## src/rtl/flappy_pkg.sv

```systemverilog
// Shared Flappy Bird datapath definitions: round states, screen and bird geometry,
// physics constants and the bird bounding-box payload handed to the pipe stage.
package flappy_pkg;

  typedef enum logic [1:0] {
    READY   = 2'd0,
    FLYING  = 2'd1,
    FALLING = 2'd2,
    DEAD    = 2'd3
  } state_t;

  localparam int unsigned SCREEN_H     = 480;
  localparam int unsigned TICK_DIV     = 1_000_000;
  localparam int unsigned GRAVITY      = 1;
  localparam int unsigned FLAP_IMPULSE = 8;
  localparam int unsigned MAX_FALL     = 10;
  localparam int unsigned BIRD_X       = 160;
  localparam int unsigned BIRD_W       = 20;
  localparam int unsigned BIRD_H       = 16;
  localparam int unsigned START_Y      = 232;
  localparam int unsigned CEIL_Y       = 0;
  localparam int unsigned GROUND_Y     = SCREEN_H;

  localparam int unsigned X_W    = 10;
  localparam int unsigned Y_W    = 10;
  localparam int unsigned SIZE_W = 5;
  localparam int unsigned VEL_W  = 6;
  localparam int unsigned POS_W  = 11;

  typedef struct packed {
    logic [X_W-1:0]    x;
    logic [Y_W-1:0]    y;
    logic [SIZE_W-1:0] w;
    logic [SIZE_W-1:0] h;
  } bird_box_t;

  // Gravity-accelerated velocity, saturated at terminal fall speed.
  function automatic logic signed [VEL_W-1:0] fall_vel(input logic signed [VEL_W-1:0] vel);
    logic signed [VEL_W:0] v_sum;
    logic signed [VEL_W:0] v_max;
    v_sum = (VEL_W+1)'(vel) + $signed((VEL_W+1)'(GRAVITY));
    v_max = (VEL_W+1)'(MAX_FALL);
    return (v_sum > v_max) ? VEL_W'(v_max) : VEL_W'(v_sum);
  endfunction

endpackage

```

## src/rtl/btn_edge_sync.sv

```systemverilog
// Two-flop synchroniser for an asynchronous button plus a registered one-cycle
// rising-edge pulse (three clocks from pin to pulse).
module btn_edge_sync (
  input  logic clk,
  input  logic reset,
  input  logic i_btn,
  output logic o_rise
);

  logic r_meta;
  logic r_sync;
  logic r_prev;

  always_ff @(posedge clk or posedge reset) begin
    if (reset) begin
      r_meta <= 1'b0;
      r_sync <= 1'b0;
      r_prev <= 1'b0;
      o_rise <= 1'b0;
    end else begin
      r_meta <= i_btn;
      r_sync <= r_meta;
      r_prev <= r_sync;
      o_rise <= r_sync & ~r_prev;
    end
  end

endmodule

```

## src/rtl/bird_physics.sv

```systemverilog
// Bird vertical motion and round state machine for the Flappy Bird datapath.
// Define BIRD_INVULN_EN to make the bird ignore pipes and survive the ground.
module bird_physics
  import flappy_pkg::*;
#(
  parameter int unsigned TICK_DIV_P = flappy_pkg::TICK_DIV
) (
  input  logic       clk,
  input  logic       reset,
  input  logic       flap_btn,
  input  logic       pipe_collision,
  output logic [9:0] bird_x,
  output logic [9:0] bird_y,
  output logic [4:0] bird_w,
  output logic [4:0] bird_h,
  output logic       pipe_enable,
  output logic       alive,
  output logic       game_over,
  output logic [1:0] state_o
);

  localparam int unsigned CNT_W = (TICK_DIV_P > 1) ? $clog2(TICK_DIV_P) : 1;
  localparam logic [CNT_W-1:0]        CNT_LAST = CNT_W'(TICK_DIV_P - 1);
  localparam logic signed [POS_W-1:0] Y_CEIL   = POS_W'(CEIL_Y);
  localparam logic signed [POS_W-1:0] Y_FLOOR  = POS_W'(GROUND_Y);
  localparam logic signed [POS_W-1:0] H_BIRD   = POS_W'(BIRD_H);
  localparam logic signed [VEL_W-1:0] V_FLAP   = VEL_W'(FLAP_IMPULSE);
  localparam logic [Y_W-1:0]          Y_START  = Y_W'(START_Y);
  localparam logic [Y_W-1:0]          Y_TOP    = Y_W'(CEIL_Y);
  localparam logic [Y_W-1:0]          Y_REST   = Y_W'(GROUND_Y - BIRD_H);

  state_t                    r_state;
  logic [CNT_W-1:0]          r_cnt;
  logic [Y_W-1:0]            r_y;
  logic signed [VEL_W-1:0]   r_vel;
  logic                      r_flap_pending;

  logic                      w_flap_edge;
  logic                      w_tick;
  logic                      w_collide;
  logic                      w_fly_dies;
  logic                      w_do_flap;
  logic signed [VEL_W-1:0]   w_vel_step;
  logic signed [POS_W-1:0]   w_y_new;
  logic                      w_hit_ceil;
  logic                      w_hit_floor;
  logic [Y_W-1:0]            w_y_step;
  logic signed [VEL_W-1:0]   w_vel_next;
  bird_box_t                 w_box;

  btn_edge_sync u_flap_sync (
    .clk    (clk),
    .reset  (reset),
    .i_btn  (flap_btn),
    .o_rise (w_flap_edge)
  );

  // Free-running physics step divider, shared timing with the pipe stage.
  always_ff @(posedge clk or posedge reset) begin
    if (reset) begin
      r_cnt <= '0;
    end else if (w_tick) begin
      r_cnt <= '0;
    end else begin
      r_cnt <= r_cnt + CNT_W'(1);
    end
  end

  assign w_tick = (r_cnt == CNT_LAST);

`ifdef BIRD_INVULN_EN
  logic w_collision_unused;
  assign w_collision_unused = pipe_collision;
  assign w_collide          = 1'b0;
  assign w_fly_dies         = 1'b0;
`else
  assign w_collide  = pipe_collision && (r_state == FLYING);
  assign w_fly_dies = w_tick && w_hit_floor;
`endif

  // A collision cancels any flap that would have been consumed on the same tick.
  assign w_do_flap = (r_state == FLYING) && (r_flap_pending || w_flap_edge) && !w_collide;

  // One physics step: flap or gravity, then clamp against ceiling and ground.
  always_comb begin
    w_vel_step  = w_do_flap ? -V_FLAP : fall_vel(r_vel);
    w_y_new     = $signed({1'b0, r_y}) + POS_W'(w_vel_step);
    w_hit_ceil  = (w_y_new < Y_CEIL);
    w_hit_floor = ((w_y_new + H_BIRD) >= Y_FLOOR);
    w_y_step    = Y_W'(w_y_new);
    w_vel_next  = w_vel_step;
    if (w_hit_ceil) begin
      w_y_step   = Y_TOP;
      w_vel_next = '0;
    end else if (w_hit_floor) begin
      w_y_step   = Y_REST;
      w_vel_next = '0;
    end
  end

  // Round FSM; status outputs are registered alongside each state change.
  always_ff @(posedge clk or posedge reset) begin
    if (reset) begin
      r_state        <= READY;
      r_y            <= Y_START;
      r_vel          <= '0;
      r_flap_pending <= 1'b0;
      pipe_enable    <= 1'b0;
      alive          <= 1'b1;
      game_over      <= 1'b0;
    end else begin
      case (r_state)
        READY: begin
          r_y   <= Y_START;
          r_vel <= '0;
          if (w_flap_edge) begin
            r_state        <= FLYING;
            r_flap_pending <= 1'b1;
            pipe_enable    <= 1'b1;
          end
        end
        FLYING: begin
          if (w_tick) begin
            r_y   <= w_y_step;
            r_vel <= w_vel_next;
          end
          if (w_tick || w_collide) begin
            r_flap_pending <= 1'b0;
          end else if (w_flap_edge) begin
            r_flap_pending <= 1'b1;
          end
          if (w_fly_dies) begin
            r_state     <= DEAD;
            pipe_enable <= 1'b0;
            alive       <= 1'b0;
            game_over   <= 1'b1;
          end else if (w_collide) begin
            r_state     <= FALLING;
            pipe_enable <= 1'b0;
          end
        end
        FALLING: begin
          if (w_tick) begin
            r_y   <= w_y_step;
            r_vel <= w_vel_next;
            if (w_hit_floor) begin
              r_state   <= DEAD;
              alive     <= 1'b0;
              game_over <= 1'b1;
            end
          end
        end
        DEAD: begin
          if (w_flap_edge) begin
            r_state   <= READY;
            r_y       <= Y_START;
            r_vel     <= '0;
            alive     <= 1'b1;
            game_over <= 1'b0;
          end
        end
        default: begin
          r_state <= READY;
        end
      endcase
    end
  end

  assign w_box = '{x: X_W'(BIRD_X), y: r_y, w: SIZE_W'(BIRD_W), h: SIZE_W'(BIRD_H)};

  assign bird_x  = w_box.x;
  assign bird_y  = w_box.y;
  assign bird_w  = w_box.w;
  assign bird_h  = w_box.h;
  assign state_o = r_state;

endmodule

```

## config.mk

```make
export PLATFORM = sky130hd
export DESIGN_NAME = bird_physics
export DESIGN_NICKNAME = d
export VERILOG_FILES = /design/src/rtl/flappy_pkg.sv /design/src/rtl/btn_edge_sync.sv /design/src/rtl/bird_physics.sv
export SDC_FILE = /design/constraint.sdc
export NUM_CORES = 1
export LEC_CHECK = 0
export ABC_CLOCK_PERIOD_IN_PS = 11200
export BUFFER_PORTS_ARGS = -buffer_cell sky130_fd_sc_hd__buf_2
export CAP_MARGIN = 20
export CORE_ASPECT_RATIO = 1.5
export CORE_MARGIN = 2
export CORE_UTILIZATION = 42
export CTS_CLUSTER_SIZE = 8
export DETAILED_ROUTE_END_ITERATION = 8
export GPL_TIMING_DRIVEN = 0
export SLEW_MARGIN = 10
export SYNTH_ARGS = -nofsm -noshare
export SYNTH_HDL_FRONTEND = slang
export SYNTH_SLANG_ARGS = --single-unit
```

## constraint.sdc

```tcl
create_clock -name clk -period 11.2 [get_ports clk]
set_input_delay 1.68 -clock clk [delete_from_list [all_inputs] [get_ports clk]]
set_output_delay 1.68 -clock clk [all_outputs]
set_load 0.02 [all_outputs]
```

Yosys cells after proc, flatten, opt, wreduce, memory -nomap -nowiden. Index checks and enable logic that the tools add are counted.

Flip-flop bits (word level): 46. Input port bits: 4. Output and inout bits: 35. Logic and storage cells: 83.

Reduce and logical (&&, ||, !) cells: 15. $add $sub $neg: 4. $lt $le $gt $ge: 3. Mux-type cells: 36. Bitwise gates (word level): 2. Eq/ne operators: 11.

Operators with widths (number): 2-to-1 mux 10 bit (4); 2-to-1 mux 6 bit (6); one-hot mux 10 bit (3 select lines) (1); adder 20 x 1 -> 20 bit, second input constant (1); == test 20 bit, second input constant (1); 2-to-1 mux 20 bit (1); one-hot mux 6 bit (3 select lines) (1); 2-to-1 mux 1 bit (12); 2-to-1 mux 2 bit (6); adder 11 x 6 -> 11 bit (1); adder 11 x 6 -> 11 bit, second input constant (1); greater-or-equal comparator 11 x 10 -> 1 bit, second input constant (1); less-than comparator 11 x 1 -> 1 bit, second input constant (1); AND reduction 5 bit (2); one-hot mux 2 bit (4 select lines) (1); adder 6 x 2 -> 7 bit, second input constant (1); greater-than comparator 7 x 5 -> 1 bit, second input constant (1); != test 2 x 1 -> 1 bit, second input constant (3); != test 2 bit, second input constant (3); one-hot mux 1 bit (3 select lines) (2); == test 2 bit, second input constant (2); logical AND 1 bit (4); one-hot mux 1 bit (2 select lines) (2); != test 3 bit, second input constant (1); other kinds (11) (12).

Longest topological paths before layout. Gate-level depths: netlist (run 1).

Depth after elaboration: 12. Depth in mapped cells: 25. Mapped depth without buffers: 23.

By module. From an unflattened synthesis (run 1), not the netlist that was laid out.

Cells, all modules: 370. Area, all modules: 3383.2 sq um.

Modules (own cells, without submodules): bird_physics (times used 1, seq. area each 1057.3 sq um, cells each 364, area an instance 3265.6 sq um); btn_edge_sync (times used 1, seq. area each 100.1 sq um, cells each 6, area an instance 117.6 sq um).

Least setup slack after synthesis (run 1). No wires, ideal clock.

Kind: in2reg. Start: in pipe_collision. End: reg r_y[9], in the netlist bird_y[9]. Path buffers: 1. Library setup time: 121 ps. Path slack: 6259 ps. Required time: 11079 ps. Arrival: 4820 ps. Stages on the path: 20. Cells stage by stage: nor2b_1 -> o21ai_1 -> nand2_1 -> nor2_1 -> ha_1 -> inv_1 -> fa_1 -> nor2b_1 -> o21ai_0 -> a21oi_1 -> ha_1 -> nand2_1 -> nor3_1 -> a21oi_1 -> nor4b_1 -> a22oi_1 -> and2_0 -> and4bb_1 -> buf_2 -> a22o_1.

Word-level cells in the longest chain between the ends: 11. Elaborated cells between the ends (all ways): 12. Classes of those cells: 2 x add/sub; 2 x order compare; 5 x mux; 3 x reduce/logical.

RTL lines: start: declaration (line bird_physics.sv:11) `input logic pipe_collision,`; logical AND 1 bit (*) (line bird_physics.sv:77) `assign w_collide = pipe_collision && (r_state == FLYING);`; logical NOT 1 bit (*) (line bird_physics.sv:82) `assign w_do_flap = (r_state == FLYING) && (r_flap_pending || w_flap_edge) && !w_collide;`; logical AND 1 bit (*) (line bird_physics.sv:82); 2-to-1 mux 6 bit (*) (line bird_physics.sv:86) `w_vel_step = w_do_flap ? -V_FLAP : fall_vel(r_vel);`; adder 11 x 6 -> 11 bit (*) (line bird_physics.sv:87) `w_y_new = $signed({1'b0, r_y}) + POS_W'(w_vel_step);`; adder 11 x 6 -> 11 bit (line bird_physics.sv:89) `w_hit_floor = ((w_y_new + H_BIRD) >= Y_FLOOR);`; greater-or-equal comparator 11 x 10 -> 1 bit (line bird_physics.sv:89); 2-to-1 mux 10 bit (line bird_physics.sv:95) `end else if (w_hit_floor) begin`; 2-to-1 mux 10 bit (*) (line bird_physics.sv:92) `if (w_hit_ceil) begin`; 2-to-1 mux 10 bit (*) (line bird_physics.sv:123, bird_physics.sv:143); one-hot mux 10 bit (3 select lines) (*) (line bird_physics.sv:112) `case (r_state)`; end signal: assignment (line bird_physics.sv:124) `r_y <= w_y_step;`; end signal: assignment (line bird_physics.sv:144) `r_y <= w_y_step;`; end: declaration (line bird_physics.sv:34) `logic [Y_W-1:0] r_y;`.

Mark *: on every way between the ends. The rest lies on a longest branch, timed or not. The select of a mux whose other input is x is not followed. A chain may end at the register's enable or synchronous reset.

Worst setup path in the final report (run 1).
Start: in pipe_collision. End: reg r_y[2], in the netlist bird_y[2].

Same word-level chain as after synthesis.

==> flow_metrics.py, run 1 <==
metrics = {
    "run_status": {
        "status": "completed",
    },
    "clocking": {
        "clockBufferDepth": 2,
        "cts_hold_repair.buffers": 0,
        "clkTransAtPathRegs_ns": 0.08,
        "cts_tree": "yes",
        "clock-sinks": 46,
        "cts_post_setup_buffers_inserted": 0,
        "cts_max_level": 2,
        "root_buffer": "clkbuf_8",
        "insertion_delay_ns": 0.30,
        "ctsResizeCount": 0,
        "numCtsBuffers": 5,
    },
    "synth": {
        "synth_area_leader_cell": "dfrtp_1",
        "synth-seq-cells": 46,
        "ys_seq_area_frac": 0.367,
        "synth_edf_count": 0,
        "yosysTopAreaCellShare": 0.326,
        "synth_compound_area_frac": 0.185,
        "synth_fa_ha_area_frac": 0.0858,
        "synthMuxAreaShare": 0.00635,
        "yosysWarnings": 0,
        "synth_top_family_by_area": "compound AO/OA/AOI/OAI gates",
        "yosysMostFrequentCell": "dfrtp_1",
        "syn_area_um2": 3150,
        "synthFlopType": "dfrtp_1",
        "yosys-top-cells-area": "dfrtp_1 33%, ha_1 7.9%, xor2_1 5.0%",
        "synth_common_cells": "41 x dfrtp_1, 26 x nand2_1, 26 x nor2_1",
        "synth-simple-area-share": 0.182,
        "syn_area_per_cell_um2": 9.35,
        "synthXorXnorAreaFrac": 0.0862,
        "synthArstFlopShare": 1.00,
        "synthCells": 337,
        "yosysUniqueCellTypes": 64,
    },
    "final_layout": {
        "drive_gt1_frac": 0.168,
        "multi_input_area_um2": 1790,
        "n_antenna_cell": 0,
        "finalNetCount": 406,
        "layout.cells.non_filler": 482,
        "design_area_um2": 3560,
        "area_growth_pct": 13.0,
        "seqCellArea_um2": 1160,
        "nFillCells": 694,
    },
    "floorplanning": {
        "io_pins": 39,
        "rows": 38,
        "initial_core_util": 0.433,
        "core_area_um2": 7270,
        "die_x_um": 74.7,
        "dieArea_um2": 8220,
        "die_y_um": 110,
    },
    "worst_setup_path": {
        "reg2reg_depth": 25,
        "end_kind": "register",
        "crit_type": "primary input to register",
        "required_ns": 11.39,
        "cp-start-kind": "primary input",
        "timing.rr.start": "r_vel[0]",
        "worstPathMaxFanout": 9,
        "timing.rr.end": "bird_y[2]",
        "r2r_slack_ns": 5.78,
        "worstPathArrival_ns": 5.75,
    },
    "detailed_routing": {
        "drc": 0,
        "dr.pass1.iters": 4,
        "vias": 2486,
        "drt-wirelength-per-cell_um": 13.7,
        "final_antenna_net_count": 0,
        "post_drt_via_cell_ratio": 5.16,
        "drt_iter0_markers": 76,
        "wirelength_um": 6600,
    },
    "pwr": {
        "pwr-share-clk": 0.137,
        "swShare": 0.462,
        "intPower_mw": 0.483,
        "combPwrFrac": 0.619,
        "p_switching_mw": 0.414,
        "power_per_cell_area_nw_per_um2": 252,
        "peakVddDrop_v": 0.000126,
        "pwr-share-seq": 0.244,
        "p_leak_nw": 1.73,
    },
    "placed_design": {
        "placed_cells": 474,
        "place_ws_ns": 5.28,
        "dpl.hpwl_um": 5030,
        "place_area_um2": 3450,
        "port_buffers": 18,
        "place_congestion": 0.886,
    },
    "timing": {
        "setup_ws_ns": 5.64,
        "slew_violations": 0,
        "whs_ns": 0.359,
        "fmax_mhz": 180,
        "slew-limit-headroom": 0.630,
        "rsz0062_at_grt": "no",
        "min_period_ns": 5.56,
        "finalSetupViolations": 0,
        "tns_ns": 0,
        "tightest_slew_ns": 0.555,
        "finalCritPeriodShare": 0.497,
        "finalHoldViolations": 0,
        "skew_ns": 0.00812,
    },
    "min_path": {
        "min_path_cells": 0,
        "min_path_type": "register to register",
        "worstHoldEndpoint": "u_flap_sync.r_sync",
        "min_from": "u_flap_sync.r_meta",
    },
    "global_route": {
        "grt_pass1_vias": 2481,
        "antenna_found_initial": 0,
        "grt_max_degree": 32,
        "globalRouteTotalUtil": 0.174,
        "grt_pass1_wl_um": 11200,
        "grt_overflow_total": 0,
    },
    "flow_run": {
        "maxCapViolCount": 0,
    },
}
==> worst max-delay path by stage <==
stage / start / end / slack (ns) / cells past startpoint
after global placement: pipe_collision / bird_y[2] / 5.31 / 21
after CTS: pipe_collision / bird_y[2] / 5.59 / 21
after global routing: pipe_collision / bird_y[0] / 5.16 / 21
after detailed placement: pipe_collision / r_vel[4] / 5.28 / 21
final: pipe_collision / bird_y[2] / 5.64 / 21
after floorplan: pipe_collision / bird_y[9] / 6.26 / 20
==> cells by family after synthesis <==
kind of cell               after synthesis
AOI/OAI and AO/OA                       78
adders and majority gates               21
other                                    2
DFF                                     46
xor gates and xnor gates                31
muxes                                    2
buffers and inverters                   48
and+or+nand+nor                        109
==> cell type report <==
cell class,instances,share of cell area
multi-input cells,261,0.503
flip-flops and latches,46,0.325
plain buffers,31,0.0576
well taps,100,0.0351
repair buffers,19,0.0309
clock buffers,7,0.0214
inverters,17,0.0179
clock inverters,1,0.00844
==> stage by stage <==
stage                     utilization  power [mW]
after floorplan                     -       0.645
after global placement          0.472       0.768
after detailed placement        0.475       0.770
after CTS                       0.489       0.900
after global routing            0.489       0.983
final                           0.489       0.897
==> registers in the layout, indices dropped and copies added, names as in the netlist <==
register	cells
r_flap_pending	1
u_flap_sync.r_meta	1
u_flap_sync.r_prev	1
r_cnt	20
game_over	1
u_flap_sync.r_sync	1
bird_y	10
state_o	2
u_flap_sync.o_rise	1
alive	1
pipe_enable	1
r_vel	6
==> power by group through the flow <==
stage / combinational [mW] / sequential, mW / clock [mW]
after global routing: 0.626 / 0.224 / 0.133
after floorplan: 0.405 / 0.240 / 0
after detailed placement: 0.547 / 0.223 / 0
after global placement: 0.545 / 0.223 / 0
after CTS: 0.553 / 0.220 / 0.127
final: 0.555 / 0.219 / 0.123
==> worst max-delay path, stage by stage <==
cell and delay, ns:
buf_2 0.11, nor2b_1 0.06, o21ai_1 0.29, nand2_1 0.15, nor2_1 0.17, ha_1 0.19, inv_1 0.06, fa_1 0.39
nor2b_1 0.17, o21ai_0 0.10, a21oi_1 0.34, ha_1 0.22, nand2_1 0.05, nor3_1 0.19, a21oi_1 0.14, nor4b_1 0.31
a22oi_1 0.15, and2_0 0.30, and4bb_1 0.26, buf_2 0.18, a22o_1 0.21
==> placed cells by master (no fill, tap or decap), types with 6 or more instances in the layout <==
| cell type | n |
|---|---|
| nor2_1 | 26 |
| dfrtp_1 | 41 |
| xnor2_1 | 13 |
| a22o_1 | 10 |
| and3_1 | 9 |
| buf_2 | 21 |
| o21ai_0 | 6 |
| o31ai_1 | 6 |
| a21oi_1 | 11 |
| xor2_1 | 18 |
| nand2_1 | 26 |
| nor2b_1 | 6 |
| inv_1 | 16 |
| nand3_1 | 12 |
| nor3_1 | 7 |
| ha_1 | 20 |
| conb_1 | 20 |
| buf_4 | 20 |
| clkbuf_1 | 7 |
==> metal layers <==
layer  vias up  GRT usage  routed length [um]
met4         0     0.0599                 146
li1       1254          -                   -
met1      1182      0.202                2760
met5         -          0                   0
met2        37      0.320                3530
met3        13     0.0255                 167
No activity file was read; power rests on OpenSTA's default activity.
==> run 2: changes to the inputs <==
--- a/config.mk
+++ b/config.mk
@@ -5,7 +5,7 @@
 export SDC_FILE = /design/constraint.sdc
 export NUM_CORES = 1
 export LEC_CHECK = 0
-export ABC_CLOCK_PERIOD_IN_PS = 11200
+export ABC_CLOCK_PERIOD_IN_PS = 4800
 export BUFFER_PORTS_ARGS = -buffer_cell sky130_fd_sc_hd__buf_2
 export CAP_MARGIN = 20
 export CORE_ASPECT_RATIO = 1.5
==> constraint.sdc (replaced) <==
create_clock -name clk -period 4.8 [get_ports clk]
set_input_delay 0.72 -clock clk [delete_from_list [all_inputs] [get_ports clk]]
set_output_delay 0.72 -clock clk [all_outputs]
set_load 0.02 [all_outputs]
==> flow_metrics.py, run 2 (synthesized netlist as in run 1, its figures left out) <==
metrics = {
    "final_layout": {
        "utilization": 0.551,
        "final_common_cell": "buf_4",
        "finalNetCount": 424,
        "drive_gt1_frac": 0.315,
        "area_growth_pct": 27.3,
        "layout.cells.non_filler": 500,
        "design_area_um2": 4010,
        "largest_reg_flops": 20,
        "n_antenna_cell": 0,
        "regMostFlops": "r_cnt",
        "final_cell_mix": "40 x buf_4, 37 x dfrtp_1, 24 x nor2_1",
    },
    "global_route": {
        "grt_pass1_wl_um": 11400,
        "globalRouteTotalUtil": 0.178,
        "grt_use_met1": 0.204,
        "antenna_found_initial": 0,
        "gr-max-usage-layer": "met2",
        "grt_overflow_total": 0,
        "grt_max_degree": 32,
        "use_met3": 0.0255,
        "gr-usage-met2": 0.328,
        "grt_pass1_vias": 2530,
    },
    "placed_design": {
        "place_congestion": 0.886,
        "port_buffers": 18,
        "place_ws_ns": -0.611,
        "dpl.hpwl_um": 5030,
        "place_area_um2": 3450,
        "placed_cells": 474,
    },
    "flow_run": {
        "maxCapViolCount": 0,
    },
    "worst_setup_path": {
        "crit_type": "register to register",
        "timing.rr.end": "pipe_enable",
        "r2r_slack_ns": 0.08,
        "end_kind": "register",
        "crit_start": "r_vel[1]",
        "path_cells": "inv_2 -> ha_4 -> or3_4 -> a31oi_4 -> o22ai_4 -> buf_6 -> a21boi_4 -> ha_4 -> a21o_1 -> a221oi_2 -> xnor2_1 -> inv_1 -> ha_2 -> nand2_2 -> nor3_4 -> a21oi_2 -> nor4_2 -> a22oi_1 -> buf_4 -> a211oi_4 -> buf_6 -> buf_6 -> o32ai_2 -> o2bb2ai_1",
        "required_ns": 4.99,
        "critical-path-top-delay-family": "compound AO/OA/AOI/OAI gates",
        "cp-start-kind": "register",
        "worstPathArrival_ns": 4.91,
        "worst_path_largest_cell_delay_ns": 0.47,
        "reg2reg_depth": 24,
        "critical_path_cell_count": 24,
        "crit_top_cell": "buf_6",
        "timing.rr.start": "r_vel[1]",
        "path_buf_inv": 6,
        "crit_path_top_delay_cell": "dfrtp_2",
        "worstPathMaxFanout": 6,
        "crit_end": "pipe_enable",
    },
    "timing": {
        "skew_ns": 0.00732,
        "setup_ws_ns": 0.0816,
        "finalHoldViolations": 0,
        "fmax_mhz": 212,
        "finalSetupViolations": 0,
        "rsz0062_at_grt": "yes",
        "finalCritPeriodShare": 0.983,
        "min_period_ns": 4.72,
        "slew-limit-headroom": 0.620,
        "whs_ns": 0.359,
        "tightest_slew_ns": 0.568,
        "slew_violations": 0,
        "tns_ns": 0,
    },
    "clocking": {
        "clockBufferDepth": 2,
        "clock-sinks": 46,
        "cts_tree": "yes",
        "cts_max_level": 2,
        "clkTransAtPathRegs_ns": 0.08,
        "cts_hold_repair.buffers": 0,
        "root_buffer": "clkbuf_8",
        "numCtsBuffers": 5,
        "insertion_delay_ns": 0.30,
    },
    "detailed_routing": {
        "drt_iter0_markers": 96,
        "post_drt_via_cell_ratio": 5.19,
        "dr.pass1.iters": 4,
        "vias": 2596,
        "drc": 0,
        "drt-wirelength-per-cell_um": 14.9,
        "wirelength_um": 7440,
        "final_antenna_net_count": 0,
    },
    "floorplanning": {
        "core_area_um2": 7270,
        "die_x_um": 74.7,
        "dieArea_um2": 8220,
        "die_y_um": 110,
        "rows": 38,
        "io_pins": 39,
        "initial_core_util": 0.433,
    },
    "min_path": {
        "min_path_type": "register to register",
    },
    "run_status": {
        "status": "completed",
    },
    "pwr": {
        "design_power_total_mw": 2.49,
        "p_leak_nw": 1.86,
        "power_per_cell_area_nw_per_um2": 621,
        "peakVddDrop_v": 0.000305,
    },
}
run 2: cell count changes in the layout (fill, tap and decap cells not counted), moves of 3 or more:
cell and delta:
dfrtp_2 +4, buf_6 +3, ha_4 +5, ha_1 -6
dfrtp_1 -4, buf_4 +20, nand2_1 -3, nand2_2 +3
run 2: worst min path at each step:
stage,slack (ns),endpoint,depth (start not counted),start
global route,0.38,u_flap_sync.r_sync,0,u_flap_sync.r_meta
CTS,0.36,u_flap_sync.r_sync,0,u_flap_sync.r_meta
finish,0.36,u_flap_sync.r_sync,0,u_flap_sync.r_meta
detailed placement,0.34,u_flap_sync.r_sync,0,u_flap_sync.r_meta
floorplan,0.33,u_flap_sync.r_sync,0,u_flap_sync.r_meta
global placement,0.34,u_flap_sync.r_sync,0,u_flap_sync.r_meta
run 2: routing by layer:
metal | up-vias | routed length, um | part of all wire
li1 | 1287 | - | -
met1 | 1245 | 3060 | 0.41
met2 | 43 | 3960 | 0.53
met3 | 21 | 172 | 0.023
met4 | 0 | 248 | 0.033
met5 | - | 0 | 0
run 2: power breakdown:
group,total [mW],switching [mW],internal [mW]
registers,0.524,0.0596,0.464
clock network,0.288,0.132,0.156
logic,1.68,0.942,0.737
total,2.49,1.13,1.36
run 2: what timing repair did:
| action | in CTS | in global routing |
|---|---|---|
| endpoints found under the hold margin | 0 | 0 |
| pin swaps | 7 | 30 |
| resized for setup | 13 | 51 |
| gates cloned | 0 | 0 |
| buffers inserted | 6 | 16 |
| setup endpoints to repair | 20 | 20 |
run 2: layout make-up:
type	instances	area (um2)
Buffer	27	190
Clock buffer	7	76.3
Clock inverter	1	30.0
Fill cell	670	3260
Inverter	17	63.8
Multi-Input combinational cell	261	2080
Sequential cell	46	1160
Tap cell	100	125
Timing Repair Buffer	41	287
==> run 3: changes to the inputs <==
--- a/config.mk
+++ b/config.mk
@@ -5,6 +5,7 @@
 export SDC_FILE = /design/constraint.sdc
 export NUM_CORES = 1
 export LEC_CHECK = 0
+export ABC_AREA = 1
 export ABC_CLOCK_PERIOD_IN_PS = 4800
 export BUFFER_PORTS_ARGS = -buffer_cell sky130_fd_sc_hd__buf_2
 export CAP_MARGIN = 20
==> flow_metrics.py, run 3 <==
metrics = {
    "worst_setup_path": {
        "timing.rr.start": "r_vel[0]",
        "reg2reg_depth": 32,
        "crit_path_top_delay_cell": "dfrtp_1",
        "r2r_slack_ns": 0.44,
        "cp-start-kind": "register",
        "timing.rr.end": "state_o[0]",
        "worstPathMaxFanout": 4,
        "worstPathArrival_ns": 4.54,
        "end_kind": "register",
        "worst_path_largest_cell_delay_ns": 0.43,
        "required_ns": 4.98,
        "crit_type": "register to register",
        "crit_top_cell": "nand2_1",
    },
    "detailed_routing": {
        "drt-wirelength-per-cell_um": 12.4,
        "wirelength_um": 7410,
        "drt_iter0_markers": 100,
        "vias": 2878,
        "post_drt_via_cell_ratio": 4.80,
        "dr.pass1.iters": 5,
        "final_antenna_net_count": 0,
        "drc": 0,
    },
    "clocking": {
        "insertion_delay_ns": 0.29,
        "cts_max_level": 2,
        "cts_post_setup_buffers_inserted": 0,
        "clockBufferDepth": 2,
        "cts_tree": "yes",
        "clock-sinks": 46,
        "cts_hold_repair.buffers": 0,
        "root_buffer": "clkbuf_16",
        "clkTransAtPathRegs_ns": 0.06,
        "ctsResizeCount": 0,
        "numCtsBuffers": 5,
    },
    "synth": {
        "synth-seq-cells": 46,
        "synth_edf_count": 0,
        "syn_area_per_cell_um2": 7.43,
        "synthCells": 452,
        "yosysUniqueCellTypes": 41,
        "yosysWarnings": 0,
        "synth_common_cells": "91 x nand2_1, 82 x inv_1, 41 x dfrtp_1, 41 x nor2_1, 29 x nand3_1",
        "synthArstFlopShare": 1.00,
        "yosysTopAreaCellShare": 0.306,
        "synthFlopType": "dfrtp_1",
        "synth_area_leader_cell": "dfrtp_1",
        "ys_seq_area_frac": 0.345,
        "syn_area_um2": 3360,
        "yosysMostFrequentCell": "nand2_1",
        "yosys-top-cells-area": "dfrtp_1 31%, nand2_1 10%, inv_1 9.2%",
    },
    "floorplanning": {
        "die_y_um": 114,
        "core_area_um2": 7710,
        "dieArea_um2": 8740,
        "initial_core_util": 0.436,
        "rows": 39,
        "io_pins": 39,
        "die_x_um": 77.0,
    },
    "timing": {
        "finalSetupViolations": 0,
        "tns_ns": 0,
        "finalCritPeriodShare": 0.907,
        "min_period_ns": 4.36,
        "fmax_mhz": 230,
        "finalHoldViolations": 0,
        "skew_ns": 0.00662,
        "slew_violations": 0,
    },
    "run_status": {
        "status": "completed",
    },
    "global_route": {
        "grt_max_degree": 28,
        "grt_overflow_total": 0,
        "grt_pass1_wl_um": 12400,
        "grt_pass1_vias": 2783,
        "globalRouteTotalUtil": 0.178,
        "antenna_found_initial": 0,
    },
    "placed_design": {
        "dpl.hpwl_um": 5960,
        "port_buffers": 18,
        "place_congestion": 0.825,
    },
    "final_layout": {
        "drive_gt1_frac": 0.183,
        "final_cell_mix": "91 x nand2_1, 81 x inv_1, 41 x dfrtp_1",
        "final_common_cell": "nand2_1",
        "utilization": 0.498,
        "regMostFlops": "r_cnt",
        "area_growth_pct": 14.3,
        "largest_reg_flops": 20,
        "finalNetCount": 521,
        "n_antenna_cell": 0,
    },
    "pwr": {
        "p_leak_nw": 2.11,
        "design_power_total_mw": 2.45,
        "peakVddDrop_v": 0.000273,
        "power_per_cell_area_nw_per_um2": 638,
    },
    "min_path": {
        "min_path_cells": 0,
        "min_path_type": "register to register",
        "worstHoldEndpoint": "u_flap_sync.r_sync",
        "min_from": "u_flap_sync.r_meta",
    },
    "flow_run": {
        "maxCapViolCount": 0,
    },
}
-- run 3: changes by cell type in the layout (fill, tap and decap cells not counted), sizes merged, moves of 8 or more --
cell	before	now
buf	64	41
nand4	1	13
nand2	26	99
xnor2	13	2
and3	9	1
a21oi	11	23
nor2	26	48
inv	17	85
nand3	12	33
o21ai	9	20
a22o	10	0
-- run 3: layer usage --
metal / vias to the layer above / routed length (um) / global-route usage
met2: 43 / 4160 / 0.356
met4: 0 / 128 / 0.0619
met5: - / 0 / 0
li1: 1484 / - / -
met3: 8 / 202 / 0.0285
met1: 1343 / 2920 / 0.184
-- run 3: cells by family after synthesis --
kind of cell    after synthesis  share of synthesized area
xor+xnor                     15                     0.0414
other cells                   2                    0.00224
compound gates               56                      0.103
simple gates                205                      0.282
flops                        46                      0.345
buf+inv                     107                      0.146
fa+ha+maj                    21                     0.0805
-- run 3: worst max-delay path, delay by kind of cell (launching register included) --
kind / cells / cell delay (ns)
buf+inv: 5 / 0.38
flops: 1 / 0.43
compound gates: 3 / 0.40
xor+xnor: 2 / 0.36
simple gates: 18 / 1.63
fa+ha+maj: 4 / 1.04
-- run 3: per-stage QoR --
stage               instances  hold slack (ns)  instance area, um2  setup slack, ns
detailed placement        591            0.351                3660            0.229
global route              599            0.371                3840          -0.0146
finish                    599            0.357                3840            0.445
floorplan                 470            0.331                3430            0.908
global placement          590            0.333                3640            0.310
CTS                       599            0.365                3810            0.201
-- run 3: final cells by class --
class                      instances  area (um2)
multi-input combinational        317        1810
clock buffer                       7         143
inverter                          85         324
timing repair buffer              19         110
tap                              102         128
fill                             778        3870
sequential                        46        1160
clock inverter                     1        5.00
buffer                            22         166
-- run 3: where the power goes --
part	total [mW]	leakage [nW]	internal, mW	switching, mW
sequential	0.534	0.589	0.474	0.0603
combinational	1.57	1.45	0.543	1.02
clock	0.350	0.0739	0.207	0.143
total	2.45	2.11	1.22	1.23
-- run 3: worst max-delay path by stage --
stage	startpoint	to	slack [ns]	cells after the start
floorplan	r_vel[0]	state_o[0]	0.91	30
global placement	r_vel[0]	state_o[0]	0.31	32
detailed placement	r_vel[0]	state_o[0]	0.23	32
CTS	r_vel[0]	state_o[0]	0.20	32
global route	r_vel[0]	state_o[0]	-0.01	32
finish	r_vel[0]	state_o[0]	0.44	32
